`config.mk`:
```
export PLATFORM = sky130hd
export DESIGN_NAME = median_window_feeder
export DESIGN_NICKNAME = d
export VERILOG_FILES = /design/src/rtl/radar_filter_pkg.sv /design/src/rtl/median_window_feeder.sv
export SDC_FILE = /design/constraint.sdc
export NUM_CORES = 1
export LEC_CHECK = 0
export CORE_AREA = 3 3 121 123
export DETAILED_ROUTE_END_ITERATION = 8
export DIE_AREA = 0 0 124 126
export PLACE_DENSITY = 0.86
export SLEW_MARGIN = 10
export SYNTH_ARGS = -nofsm -noshare
export SYNTH_HDL_FRONTEND = slang
export SYNTH_SLANG_ARGS = --single-unit
```
`constraint.sdc`:
```
create_clock -name clk -period 1.5 [get_ports clk]
set_input_delay 0.375 -clock clk [delete_from_list [all_inputs] [get_ports clk]]
set_output_delay 0.375 -clock clk [all_outputs]
set_load 0.005 [all_outputs]
```
`src/rtl/radar_filter_pkg.sv`:
```
// Purpose: shared types and sizing for the radar noise-reducer median path.
// Latency: n/a (types and constants only).
// Backpressure: n/a.
package radar_filter_pkg;

  // Default sample width and median window length for the noise reducer.
  localparam int RADAR_DATA_W = 32;
  localparam int MEDIAN_WIN   = 5;

  // One signed radar sample, carried bit-exact through the feeder.
  typedef logic signed [RADAR_DATA_W-1:0] radar_sample_t;

  // A full median window: [0] oldest ... [MEDIAN_WIN-1] newest.
  typedef radar_sample_t median_window_t [0:MEDIAN_WIN-1];

endpackage : radar_filter_pkg

```
`src/rtl/median_window_feeder.sv`:
```
// Purpose: turns a framed sample stream into stride-1 sliding WIN-sample windows.
// Latency: a window is presented 1 cycle after the sample that completes it is accepted.
// Backpressure: in_ready = !out_valid || out_ready; a stalled window holds still.
module median_window_feeder
  import radar_filter_pkg::*;
#(
  parameter int DATA_W = RADAR_DATA_W,
  parameter int WIN    = MEDIAN_WIN
) (
  input  logic                     clk,
  input  logic                     rst,
  input  logic                     in_valid,
  output logic                     in_ready,
  input  logic signed [DATA_W-1:0] in_data,
  input  logic                     in_last,
  output logic                     out_valid,
  input  logic                     out_ready,
  output logic signed [DATA_W-1:0] window_out [0:WIN-1],
  output logic                     out_last,
  output logic                     frame_short
);

  // Fill counter counts 0..WIN and saturates; it is the only thing that
  // decides whether the window registers hold a complete current-frame window.
  localparam int                FILL_W    = $clog2(WIN + 1);
  localparam logic [FILL_W-1:0] FILL_FULL = FILL_W'(WIN);

  logic signed [DATA_W-1:0] win_q [0:WIN-1];
  logic signed [DATA_W-1:0] win_d [0:WIN-1];
  logic [FILL_W-1:0]        fill_q, fill_d;
  logic                     out_valid_q, out_valid_d;
  logic                     out_last_q, out_last_d;
  logic                     frame_short_q, frame_short_d;

  logic                     accept;
  logic                     out_take;
  logic [FILL_W-1:0]        fill_next;

  // Handshake terms: accept whenever the output slot is empty or being drained.
  always_comb begin
    in_ready  = !out_valid_q || out_ready;
    accept    = in_valid && in_ready;
    out_take  = out_valid_q && out_ready;
    fill_next = (fill_q == FILL_FULL) ? FILL_FULL : fill_q + 1'b1;
  end

  // Next state: shift on accept, publish a window once the frame has WIN samples,
  // end the frame on in_last (reporting a short frame if no window was produced).
  always_comb begin
    for (int i = 0; i < WIN; i++) begin
      win_d[i] = win_q[i];
    end
    fill_d        = fill_q;
    out_valid_d   = out_valid_q;
    out_last_d    = out_last_q;
    frame_short_d = 1'b0;

    // A drained window empties the slot unless a new one loads below.
    if (out_take) begin
      out_valid_d = 1'b0;
    end

    if (accept) begin
      for (int i = 0; i < WIN - 1; i++) begin
        win_d[i] = win_q[i + 1];
      end
      win_d[WIN-1] = in_data;

      if (fill_next == FILL_FULL) begin
        out_valid_d = 1'b1;
        out_last_d  = in_last;
      end else if (in_last) begin
        frame_short_d = 1'b1;
      end

      // Window regs are left dirty at frame end; the cleared fill keeps stale
      // samples from ever reaching a published window.
      fill_d = in_last ? '0 : fill_next;
    end
  end

  // State registers with synchronous reset; a reset drops any partial frame silently.
  always_ff @(posedge clk) begin
    if (rst) begin
      for (int i = 0; i < WIN; i++) begin
        win_q[i] <= '0;
      end
      fill_q        <= '0;
      out_valid_q   <= 1'b0;
      out_last_q    <= 1'b0;
      frame_short_q <= 1'b0;
    end else begin
      for (int i = 0; i < WIN; i++) begin
        win_q[i] <= win_d[i];
      end
      fill_q        <= fill_d;
      out_valid_q   <= out_valid_d;
      out_last_q    <= out_last_d;
      frame_short_q <= frame_short_d;
    end
  end

  // Outputs come straight from registers so the median stage sees clean timing.
  always_comb begin
    for (int i = 0; i < WIN; i++) begin
      window_out[i] = win_q[i];
    end
    out_valid   = out_valid_q;
    out_last    = out_last_q;
    frame_short = frame_short_q;
  end

endmodule : median_window_feeder
```
# After elaboration in Yosys (flattened, before gate mapping)
# Memory sizes are Yosys's and may differ from the RTL's.
# Cells that the tools add are included.
totals:
  regBits: 6
  ramBits: 160
  in_bits: 37
  memories: 1
mem_list:
  columns: ["memory", "words", "width", "read_ports", "rd_clocked_by_memory_dff", "write_ports", "line", "rtl"]
  rows:
  - ["win_q", 5, 32, 5, 0, 5, "median_window_feeder.sv:28", "logic signed [DATA_W-1:0] win_q [0:WIN-1];"]
classes:
  addsub: 1
  eq_ne: 2
  muxes: 15
  n_bitwise: 6
  reduce_logical: 6
ops:
  columns: ["op", "n"]
  rows:
  - ["$mux 160", 1]
  - ["$mux 32", 5]
  - ["$mux 1", 7]
  - ["$eq 3x3->1 const B", 2]
  - ["$mux 3", 2]
  - ["$or 1x1->1", 5]
  - ["$add 3x1->3 const B", 1]
  - ["$reduce_or 3->1", 1]
  - ["$logic_and 1x1->1", 2]
  - ["$reduce_and 2->1", 1]
  - ["$logic_not 1->1", 1]
  - ["$logic_or 1x1->1", 1]
  - ["$not 1->1", 1]

# Depth between registers and ports, before layout
# Gate-level depths: netlist of the first run.
depth:
  depth_word: 5
  ltp_mapped: 6

# Least setup slack after synthesis of the first run
# No wires, ideal clock.
synth_path:
  path_kind: "input-to-output"
  from: "input port out_ready"
  to: "output port in_ready"
  arrival_time_ns: 0.944
  path_slack_ns: 0.181
  path_stages: 4
  cell_sequence: "nor2b_1 > inv_1 > buf_2 > buf_2"
synth_between:
  elab_chain_cells: 1
synth_lines:
  columns: ["element", "line", "rtl"]
  rows:
  - ["start, declared", "median_window_feeder.sv:17", "input logic out_ready,"]
  - ["$logic_or 1x1->1", "median_window_feeder.sv:41", "in_ready = !out_valid_q || out_ready;"]
  - ["end, declared", "median_window_feeder.sv:13", "output logic in_ready,"]
# No other way between the ends.

==> reports/metrics.yaml, run 1 <==
worst_setup_path:
  cp_num_buf_inv: 1
  crit_chain: "dlygate4sd2_1"
  path_delay_family: "flip-flops"
  crit_start: "win_q[3][22]$_SDFFE_PP0N_"
  r2r_start: "out_valid$_SDFF_PP0_"
  rr_worst_depth: 5
  cp-end-kind: "output pin"
  cp_max_fo: 3
  crit_required_ns: 1.12
  crit_path_max_incr_delay_ns: 0.37
  crit_type: "reg -> out"
  crit_arrival_ns: 1.07
  reg2reg_to: "win_q[3][8]$_SDFFE_PP0N_"
  reg2reg_slack_ns: 0.09
  worst-path-stages: 1
  startpoint_type: "register"
  slowest_stage: "dfxtp_1"
  critPathCapture: "window_out[54]"
timing:
  tns_ns: 0
  min_period_ns: 1.45
  slew_violations: 0
  fmax_mhz: 691
  finalHoldViolCount: 0
  timing.final.crit_share_pct: 96.5
  setup_viol_count_final: 0
  rsz0062_at_grt: "false"
  worst_pin_slew_ns: 0.449
  fin_worst_skew_ns: 0.00639
  max-slew-margin-rel_pct: 70.0
synth:
  postSynthAreaPerCell_sq_um: 8.16
  syn_area_sq_um: 6230
  yosysSeqAreaShare_pct: 53.4
  yosysUniqueCellTypes: 20
  synthArstFlopShare_pct: 0
  synth_area_leaders: "dfxtp_1, a21oi_1, nand3_1"
  yosys.area.top_type_share_pct: 53.4
  synth.most_common_cell: "dfxtp_1"
  syn_nets: 800
  synthFlopType: "dfxtp_1"
  synth_common_cells: "dfxtp_1, a21oi_1, nand3_1, o21ai_0, clkbuf_1"
  syn-instance-count: 763
  yosysTopAreaCell: "dfxtp_1"
  synth-seq-cells: 166
  yosysWarnings: 0
  synth_edf_count: 0
clock_network:
  cts_buffers: 17
  cts_sinks: 166
  clockBufferDepth: 2
  clock_latency_ns: 0.42
  cts_root_buffer: "clkbuf_16"
  cts.clk_slew.worst_paths_ns: 0.07
  cts_max_level: 4
  cts_tree: "built"
  cts_hold_buf: 0
global_routing:
  grt.overflow.total: 0
  antenna_found_initial: 0
  grt_pass1_wl_mm: 30.8
  grt_pass1_vias: 5825
  grt_max_degree: 100
  grt_util_all_layers_pct: 24.7
pwr:
  power_density_nw_per_um2: 1060
  p_leak_nw: 3.83
  peakVddDrop_mv: 0.671
layout:
  layout.nets: 967
  n_fill_cell: 1189
  syn_to_final_growth_pct: 45.8
  num_antenna_cells: 0
  drive_above_1_share_pct: 12.8
  final_util_pct: 65.9
flow_run:
  drv_cap: 0
route:
  antenna_left: 0
  viasPerCell: 5.73
  first_pass_iters: 5
  routed_wl_mm: 19.6
  wl_per_cell_microns: 17.5
  first_iter_violations: 575
  vias: 6432
  drc: 0
floorplan:
  die_area_sq_um: 15600
  core_sq_um: 13800
  chipWidth_microns: 124
  initial_core_util_pct: 45.2
  rows: 43
  fp.dieH_microns: 126
  io_pins: 201
place:
  io_buffers: 200
  hpwl_mm: 12.4
  routabilityCongestion: 0.841
run_status:
  status: "finished, final reports clean"
hold_path:
  hp-class: "in -> reg"
per-layer routing:
| layer | global-route usage, % | up-vias | share of wire [%] |
|---|---|---|---|
| li1 | - | 3070 | - |
| met1 | 33.4 | 2999 | 42 |
| met2 | 36.4 | 295 | 46 |
| met3 | 5.75 | 68 | 6.7 |
| met4 | 13.7 | 0 | 4.8 |
| met5 | 0 | - | 0 |
cell type report:
cell class                      count  area, sq um  share of cell area (%)
Clock inverter                      9          118                    1.30
Sequential cell                   166         3380                    37.3
Clock buffer                       23          488                    5.37
Timing Repair Buffer              238         2300                    25.3
Tap cell                          180          225                    2.48
Inverter                            4         20.0                   0.221
Multi-Input combinational cell    503         2550                    28.0
placed cells by master, fill, tap and decap left out, types with 4 or more instances in the layout:
master,n
a21oi_1,163
dlygate4sd2_1,162
clkbuf_16,17
nand3_1,162
dfxtp_2,47
clkdlybuf4s50_1,33
buf_4,24
buf_12,12
dfxtp_1,119
o21ai_0,162
clkbuf_8,4
per-stage QoR:
stage,cell area (sq um),hold slack (ns),setup slack [ns],cells,power (W)
final,9080,0.303,0.0521,1123,0.00967
after global placement,8560,0.461,-0.381,1089,0.00540
after detailed placement,8560,0.466,-0.406,1089,0.00541
after global routing,9080,0.300,0.00297,1123,0.00996
after CTS,9060,0.281,0.0107,1123,0.00972
after floorplan,6230,0.468,0.181,763,0.00496
cell families (layout without fill, tap and decap cells):
group,count (synthesis),in the layout,share of synthesized area [%]
AO/OA/AOI/OAI,328,328,26.5
flip-flops,166,166,53.4
AND/OR/NAND/NOR,174,174,14.1
buffers and inverters,94,274,5.85
multiplexers,1,1,0.161
worst reg2reg max path, cell delays in order, from the launching register on:
cell and delay, ns:
dfxtp_2 0.32, nor2b_4 0.17, buf_4 0.20, buf_16 0.25, o21ai_0 0.18, a21oi_1 0.21
what timing repair did:
item	4_1_cts	5_1_grt
gates resized for setup	216	5
buffers inserted	1	0
gates cloned	1	0
setup endpoints to repair	165	28
report_power, final:
part	total, W	internal (W)	switching [W]
clock	0.00441	0.00264	0.00176
sequential	0.00458	0.00451	0.0000700
combinational	0.000676	0.000316	0.000360
worst min-delay path by stage:
stage | from | to | slack (ns) | depth (start not counted)
global placement | win_q[0][24]$_SDFFE_PP0N_ | win_q[0][24]$_SDFFE_PP0N_ | 0.46 | 2
finish | in_valid | frame_short$_SDFF_PP0_ | 0.30 | 3
detailed placement | win_q[1][20]$_SDFFE_PP0N_ | win_q[0][20]$_SDFFE_PP0N_ | 0.47 | 2
global route | in_valid | frame_short$_SDFF_PP0_ | 0.30 | 3
floorplan | out_last$_SDFFE_PP0P_ | out_last$_SDFFE_PP0P_ | 0.47 | 2
CTS | in_valid | frame_short$_SDFF_PP0_ | 0.28 | 3
state kept, by name, indices dropped and copies added (netlist names):
| name | cells |
|---|---|
| out_valid | 1 |
| out_last | 1 |
| frame_short | 1 |
| fill_q | 3 |
| win_q | 160 |
(Power assumes the default switching activity.)
==> run 2, diff against run 1 <==
SKIP_LAST_GASP = 1   (was not set)
==> run 2 against run 1 <==
  * Setup slack worse by 0.027 ns
  * Flip-flop and latch count did not move
  * Register-to-register slack got worse by 0.02 ns
  * Die area unchanged
  * Clock power about the same
  * Core utilization up 0.45 points
  * Count of clock-buffer cells in the layout unchanged
  * Critical endpoint is now out_valid
  * Power about the same
  * Non-clock buffer count grew 4
  * Fmax shrank 1.8%
  * Via count rose by 2.0%
==> reports/metrics.yaml, run 2 (synthesis results as in run 1) <==
run_status:
  status: "finished, final reports clean"
worst_setup_path:
  reg2reg_to: "win_q[3][5]$_SDFFE_PP0N_"
  startpoint_type: "register"
  crit_type: "reg -> out"
  path_delay_family: "buffers and inverters"
  r2r_start: "out_valid$_SDFF_PP0_"
  crit_arrival_ns: 1.10  # +0.03 ns
  cp-end-kind: "output pin"
  cp_max_fo: 2  # -1
  slowest_stage: "dfxtp_2"
  cp_num_buf_inv: 2  # +1
  crit_required_ns: 1.12  # about the same
  crit_chain: "buf_4 -> dlygate4sd2_1"
  rr_worst_depth: 6  # +1
  reg2reg_slack_ns: 0.07  # -0.02 ns
  crit_path_max_incr_delay_ns: 0.32  # -0.05 ns
route:
  routed_wl_mm: 20.2  # +3.0%
  first_pass_iters: 5  # unchanged
  wl_per_cell_microns: 17.9  # +2.7%
  viasPerCell: 5.82  # +1.6%
  first_iter_violations: 657  # +14%
  drc: 0  # unchanged
  antenna_left: 0  # unchanged
  vias: 6561  # +2.0%
place:
  io_buffers: 200  # unchanged
  dpl_cell_area_sq_um: 8560  # unchanged
  pre_cts_ws_ns: -0.406  # unchanged
  hpwl_mm: 12.4  # unchanged
  routabilityCongestion: 0.841  # unchanged
layout:
  largestRegisters: "win_q (160), fill_q (3)"
  regArea_sq_um: 3380  # unchanged
  final_util_pct: 66.4  # +0.45 points
  layout.nets: 971  # +0.41%
  final_cell_mix: "a21oi_1, nand3_1, o21ai_0"
  regMostFlops: "win_q"
  layout_commonest_cell: "a21oi_1"
  drive_above_1_share_pct: 13.2  # +0.37 points
  largest_reg_flops: 160  # unchanged
  num_antenna_cells: 0  # unchanged
  n_fill_cell: 1180  # -0.76%
  final_area_sq_um: 9140  # +0.69%
  syn_to_final_growth_pct: 46.8
  multi_input_area_sq_um: 2550  # unchanged
clock_network:
  cts_sinks: 166  # unchanged
  clock_latency_ns: 0.42  # about the same
  cts_max_level: 4  # unchanged
  cts_buffers: 17  # unchanged
  clockBufferDepth: 2  # unchanged
  cts_tree: "built"
  cts.clk_slew.worst_paths_ns: 0.06  # about the same
  cts_root_buffer: "clkbuf_16"
  cts_hold_buf: 0  # unchanged
timing:
  worst_pin_slew_ns: 0.444  # -0.00548 ns
  finalHoldViolCount: 0  # unchanged
  fin_worst_skew_ns: 0.0102  # +0.00383 ns
  fmax_mhz: 678  # -1.8%
  fin_ws_ns: 0.0253  # -0.0268 ns
  tns_ns: 0  # unchanged
  rsz0062_at_grt: "true"
  min_period_ns: 1.47  # +0.0268 ns
  max-slew-margin-rel_pct: 70.4  # +0.37 points
  timing.final.crit_share_pct: 98.3  # +1.8 points
  setup_viol_count_final: 0  # unchanged
  slew_violations: 0  # unchanged
flow_run:
  drv_cap: 0  # unchanged
pwr:
  power_density_nw_per_um2: 1060  # -0.67%
  p_leak_nw: 3.87  # +0.98%
  peakVddDrop_mv: 0.673  # +0.34%
  total_power_w: 0.00967  # about the same
hold_path:
  min_from: "in_valid"
  hp-class: "in -> reg"
  min_path_cells: 3  # unchanged
  worstHoldEndpoint: "frame_short$_SDFF_PP0_"
global_routing:
  grt.overflow.total: 0  # unchanged
  antenna_found_initial: 0  # unchanged
  grt_pass1_vias: 5822  # -0.052%
  grt_max_degree: 100  # unchanged
  grt_pass1_wl_mm: 30.8  # about the same
  grt_util_all_layers_pct: 24.7  # about the same
floorplan:
  core_sq_um: 13800  # unchanged
  rows: 43  # unchanged
  io_pins: 201  # unchanged
  fp.dieH_microns: 126  # unchanged
  chipWidth_microns: 124  # unchanged
  die_area_sq_um: 15600  # unchanged
  initial_core_util_pct: 45.2  # unchanged
[run 2: changes by cell type in the layout (fill, tap and decap cells not counted), sizes merged]
cell,previous run,this run
dlygate4sd2,162,161
dlymetal6s2s,0,1
clkbuf,23,26
buf,40,41
[run 2: tightest hold or removal path, delay by kind of cell]
| family | cells | cell delay, ns |
|---|---|---|
| buffers and inverters | 2 | 0.23 |
| and+or+nand+nor | 1 | 0.06 |
[run 2: worst max-delay path by stage]
stage	start	to	slack [ns]	depth (start not counted)
floorplan	out_ready	in_ready	0.18	4
global placement	out_ready	win_q[3][0]$_SDFFE_PP0N_	-0.38	7
detailed placement	out_ready	win_q[3][0]$_SDFFE_PP0N_	-0.41	7
CTS	out_ready	in_ready	-0.16	4
global route	win_q[3][7]$_SDFFE_PP0N_	window_out[39]	-0.01	1
finish	out_valid$_SDFF_PP0_	out_valid	0.03	2
[run 2: metrics by stage]
step | hold slack [ns] | std cells
2_1_floorplan | 0.468 | 763
3_3_place_gp | 0.461 | 1089
3_5_place_dp | 0.466 | 1089
4_1_cts | 0.281 | 1123
5_1_grt | 0.300 | 1127
6_report | 0.302 | 1127
[run 2: power by group]
part           switching (W)  internal, W  total (W)  leakage [nW]
combinational       0.000363     0.000317   0.000680          2.21
clock                0.00176      0.00264    0.00440         0.286
sequential         0.0000711      0.00451    0.00458          1.37
[run 2: area by class of cell]
type | instances | share of cell area [%]
sequential | 166 | 37.0
tap | 180 | 2.46
clock inverter | 9 | 1.29
timing repair buffer | 242 | 25.8
clock buffer | 23 | 5.34
multi-input combinational | 503 | 27.9
inverter | 4 | 0.219
[run 2: what timing repair did]
action,in CTS,in global routing
cloned,1,2
setup endpoints to repair,165,85
setup buffers,1,2
gates resized for setup,211,8
pin swaps,0,1
[run 2: layer usage]
layer	up-vias	part of all wire (%)	global-route usage [%]
li1	3081	-	-
met1	3055	41	33.3
met2	342	46	36.4
met3	83	7.6	5.75
met4	0	5.4	13.7
met5	-	0	0
==> run 3, diff against run 2 <==
CORE_AREA = 3 3 115 129   (was 3 3 121 123)
DIE_AREA = 0 0 118 132   (was 0 0 124 126)
PLACE_DENSITY = 0.87   (was 0.86)
==> run 3 against run 2 <==
  * Sequential power hardly changed
  * Die area is 0.31% lower
  * Via count is 1.6% lower
  * Core utilization is 0.84 points lower
  * Critical path depth is 1 lower
  * Wire length is 3.8% lower
  * Register-to-register slack worse by 0.02 ns
  * Clock skew is 0.0011 ns higher
  * Worst hold slack better by 0.059 ns
  * Setup slack better by 0.0059 ns
  * Critical endpoint is now window_out[62]
  * Highest routed layer unchanged
==> reports/metrics.yaml, run 3 (synthesis results as in run 1) <==
run_status:
  status: "finished, final reports clean"
floorplan:
  core_sq_um: 13700  # -0.66%
  fp.dieH_microns: 132  # +4.8%
  die_area_sq_um: 15600  # -0.31%
  rows: 45  # +4.7%
  io_pins: 201  # unchanged
  initial_core_util_pct: 45.5  # +0.30 points
  chipWidth_microns: 118  # -4.8%
timing:
  min_period_ns: 1.47  # -0.00585 ns
  fmax_mhz: 681  # +0.40%
  rsz0062_at_grt: "true"
  max-slew-margin-rel_pct: 73.9  # +3.5 points
  finalHoldViolCount: 0  # unchanged
  worst_pin_slew_ns: 0.392  # -0.0520 ns
  timing.final.crit_share_pct: 97.9  # -0.39 points
  fin_worst_skew_ns: 0.0113  # +0.00111 ns
  slew_violations: 0  # unchanged
  fin_ws_ns: 0.0312  # +0.00585 ns
  setup_viol_count_final: 0  # unchanged
  tns_ns: 0  # unchanged
  hold_slack_ns: 0.360  # +0.0586 ns
pwr:
  seqPwrFrac_pct: 48.6  # +1.2 points
  power_density_nw_per_um2: 1050  # -0.44%
  peakVddDrop_mv: 0.607  # -9.8%
  p_leak_nw: 3.78  # -2.2%
  p_int_w: 0.00727  # -2.7%
  total_power_w: 0.00944  # -2.3%
  swShare_pct: 23.0  # +0.28 points
  switching_power_w: 0.00217  # -1.1%
  power_frac_clock_pct: 44.6  # -0.9 points
  power.share.combinational_pct: 6.9  # about the same
layout:
  final_cell_mix: "dlygate4sd2_1, a21oi_1, nand3_1"
  stdcell_count: 1132  # +0.44%
  regMostFlops: "win_q"
  largestRegisters: "win_q (160), fill_q (3)"
  largest_reg_flops: 160  # unchanged
  layout.nets: 968  # -0.31%
  layout_commonest_cell: "dlygate4sd2_1"
  drive_above_1_share_pct: 12.9  # -0.28 points
  num_antenna_cells: 0  # unchanged
  syn_to_final_growth_pct: 44.0
worst_setup_path:
  cp_max_fo: 3  # +1
  path_delay_family: "flip-flops"
  cp_num_buf_inv: 1  # -1
  cp-end-kind: "output pin"
  crit_type: "reg -> out"
  slowest_stage: "dfxtp_1"
  crit_chain: "dlygate4sd2_1"
  crit_arrival_ns: 1.09  # about the same
  crit_start: "win_q[3][30]$_SDFFE_PP0N_"
  startpoint_type: "register"
  r2r_start: "out_valid$_SDFF_PP0_"
  crit_required_ns: 1.12  # about the same
  crit_path_max_incr_delay_ns: 0.38  # +0.06 ns
flow_run:
  drv_cap: 0  # unchanged
place:
  hpwl_mm: 12.5  # +0.70%
  io_buffers: 200  # unchanged
  pre_cts_ws_ns: -0.351  # +0.0548 ns
  routabilityCongestion: 0.798  # -5.1%
  placed_cells: 1096  # +0.64%
clock_network:
  cts_buffers: 17  # unchanged
  clockBufferDepth: 2  # unchanged
  cts_tree: "built"
  clock_latency_ns: 0.41  # about the same
  cts_root_buffer: "clkbuf_16"
  cts.clk_slew.worst_paths_ns: 0.06  # about the same
  cts_max_level: 4  # unchanged
  cts_sinks: 166  # unchanged
route:
  routed_wl_mm: 19.5  # -3.8%
  vias: 6454  # -1.6%
  first_iter_violations: 791  # +20%
  drc: 0  # unchanged
  wl_per_cell_microns: 17.2  # -4.2%
  viasPerCell: 5.70  # -2.1%
  antenna_left: 0  # unchanged
  first_pass_iters: 5  # unchanged
hold_path:
  hp-class: "in -> reg"
  min_from: "rst"
global_routing:
  antenna_found_initial: 0  # unchanged
  grt_pass1_wl_mm: 30.8  # about the same
  grt.overflow.total: 0  # unchanged
  grt_pass1_vias: 5849  # +0.46%
  grt_util_all_layers_pct: 23.8  # -0.94 points
  grt_max_degree: 89  # -11%
==> run 3: changes by cell type in the layout (fill, tap and decap cells not counted), sizes merged <==
cell	previous run	this run
bufinv	2	1
inv	5	4
dlygate4sd2	161	164
clkdlybuf4s15	2	0
clkinv	3	6
dlymetal6s2s	1	0
clkbuf	26	23
bufbuf	1	0
==> run 3: per-stage QoR <==
step | cell area (sq um) | utilization (%)
global placement | 8500 | 62.1
finish | 8970 | 65.5
floorplan | 6230 | -
CTS | 8960 | 65.5
global route | 8970 | 65.5
detailed placement | 8500 | 62.1
==> run 3: power groups by stage <==
stage,Combinational (W),Sequential [W],Clock (W)
CTS,0.000644,0.00458,0.00428
global route,0.000698,0.00460,0.00447
finish,0.000648,0.00459,0.00421
detailed placement,0.000701,0.00468,0
floorplan,0.000282,0.00467,0
global placement,0.000692,0.00468,0
==> run 3: final timing paths <==
check / end / slack [ns] / cells past startpoint
max: window_out[62] / 0.03 / 1
max reg2reg: win_q[2][2]$_SDFFE_PP0N_ / 0.05 / 6
min: win_q[4][19]$_SDFFE_PP0N_ / 0.36 / 2
min reg2reg: win_q[0][26]$_SDFFE_PP0N_ / 0.47 / 2
==> run 3: cell type report <==
class	instances	area (sq um)
Fill cell	1185	4720
Sequential cell	166	3380
Multi-Input combinational cell	503	2550
Timing Repair Buffer	239	2200
Clock buffer	22	484
Tap cell	188	235
Clock inverter	10	97.6
Inverter	4	20.0
==> run 3: per-layer routing <==
layer	up-vias	part of all wire [%]	track usage (%)
li1	3065	-	-
met2	315	48	37.1
met4	0	4.7	12.4
met3	56	5.6	4.16
met5	-	0	0
met1	3018	42	31.6
==> run 3: what timing repair did <==
action	4_1_cts	5_1_grt
hold buffers	0	0
resized for setup	211	5
setup buffers	4	0
setup endpoints to repair	164	14
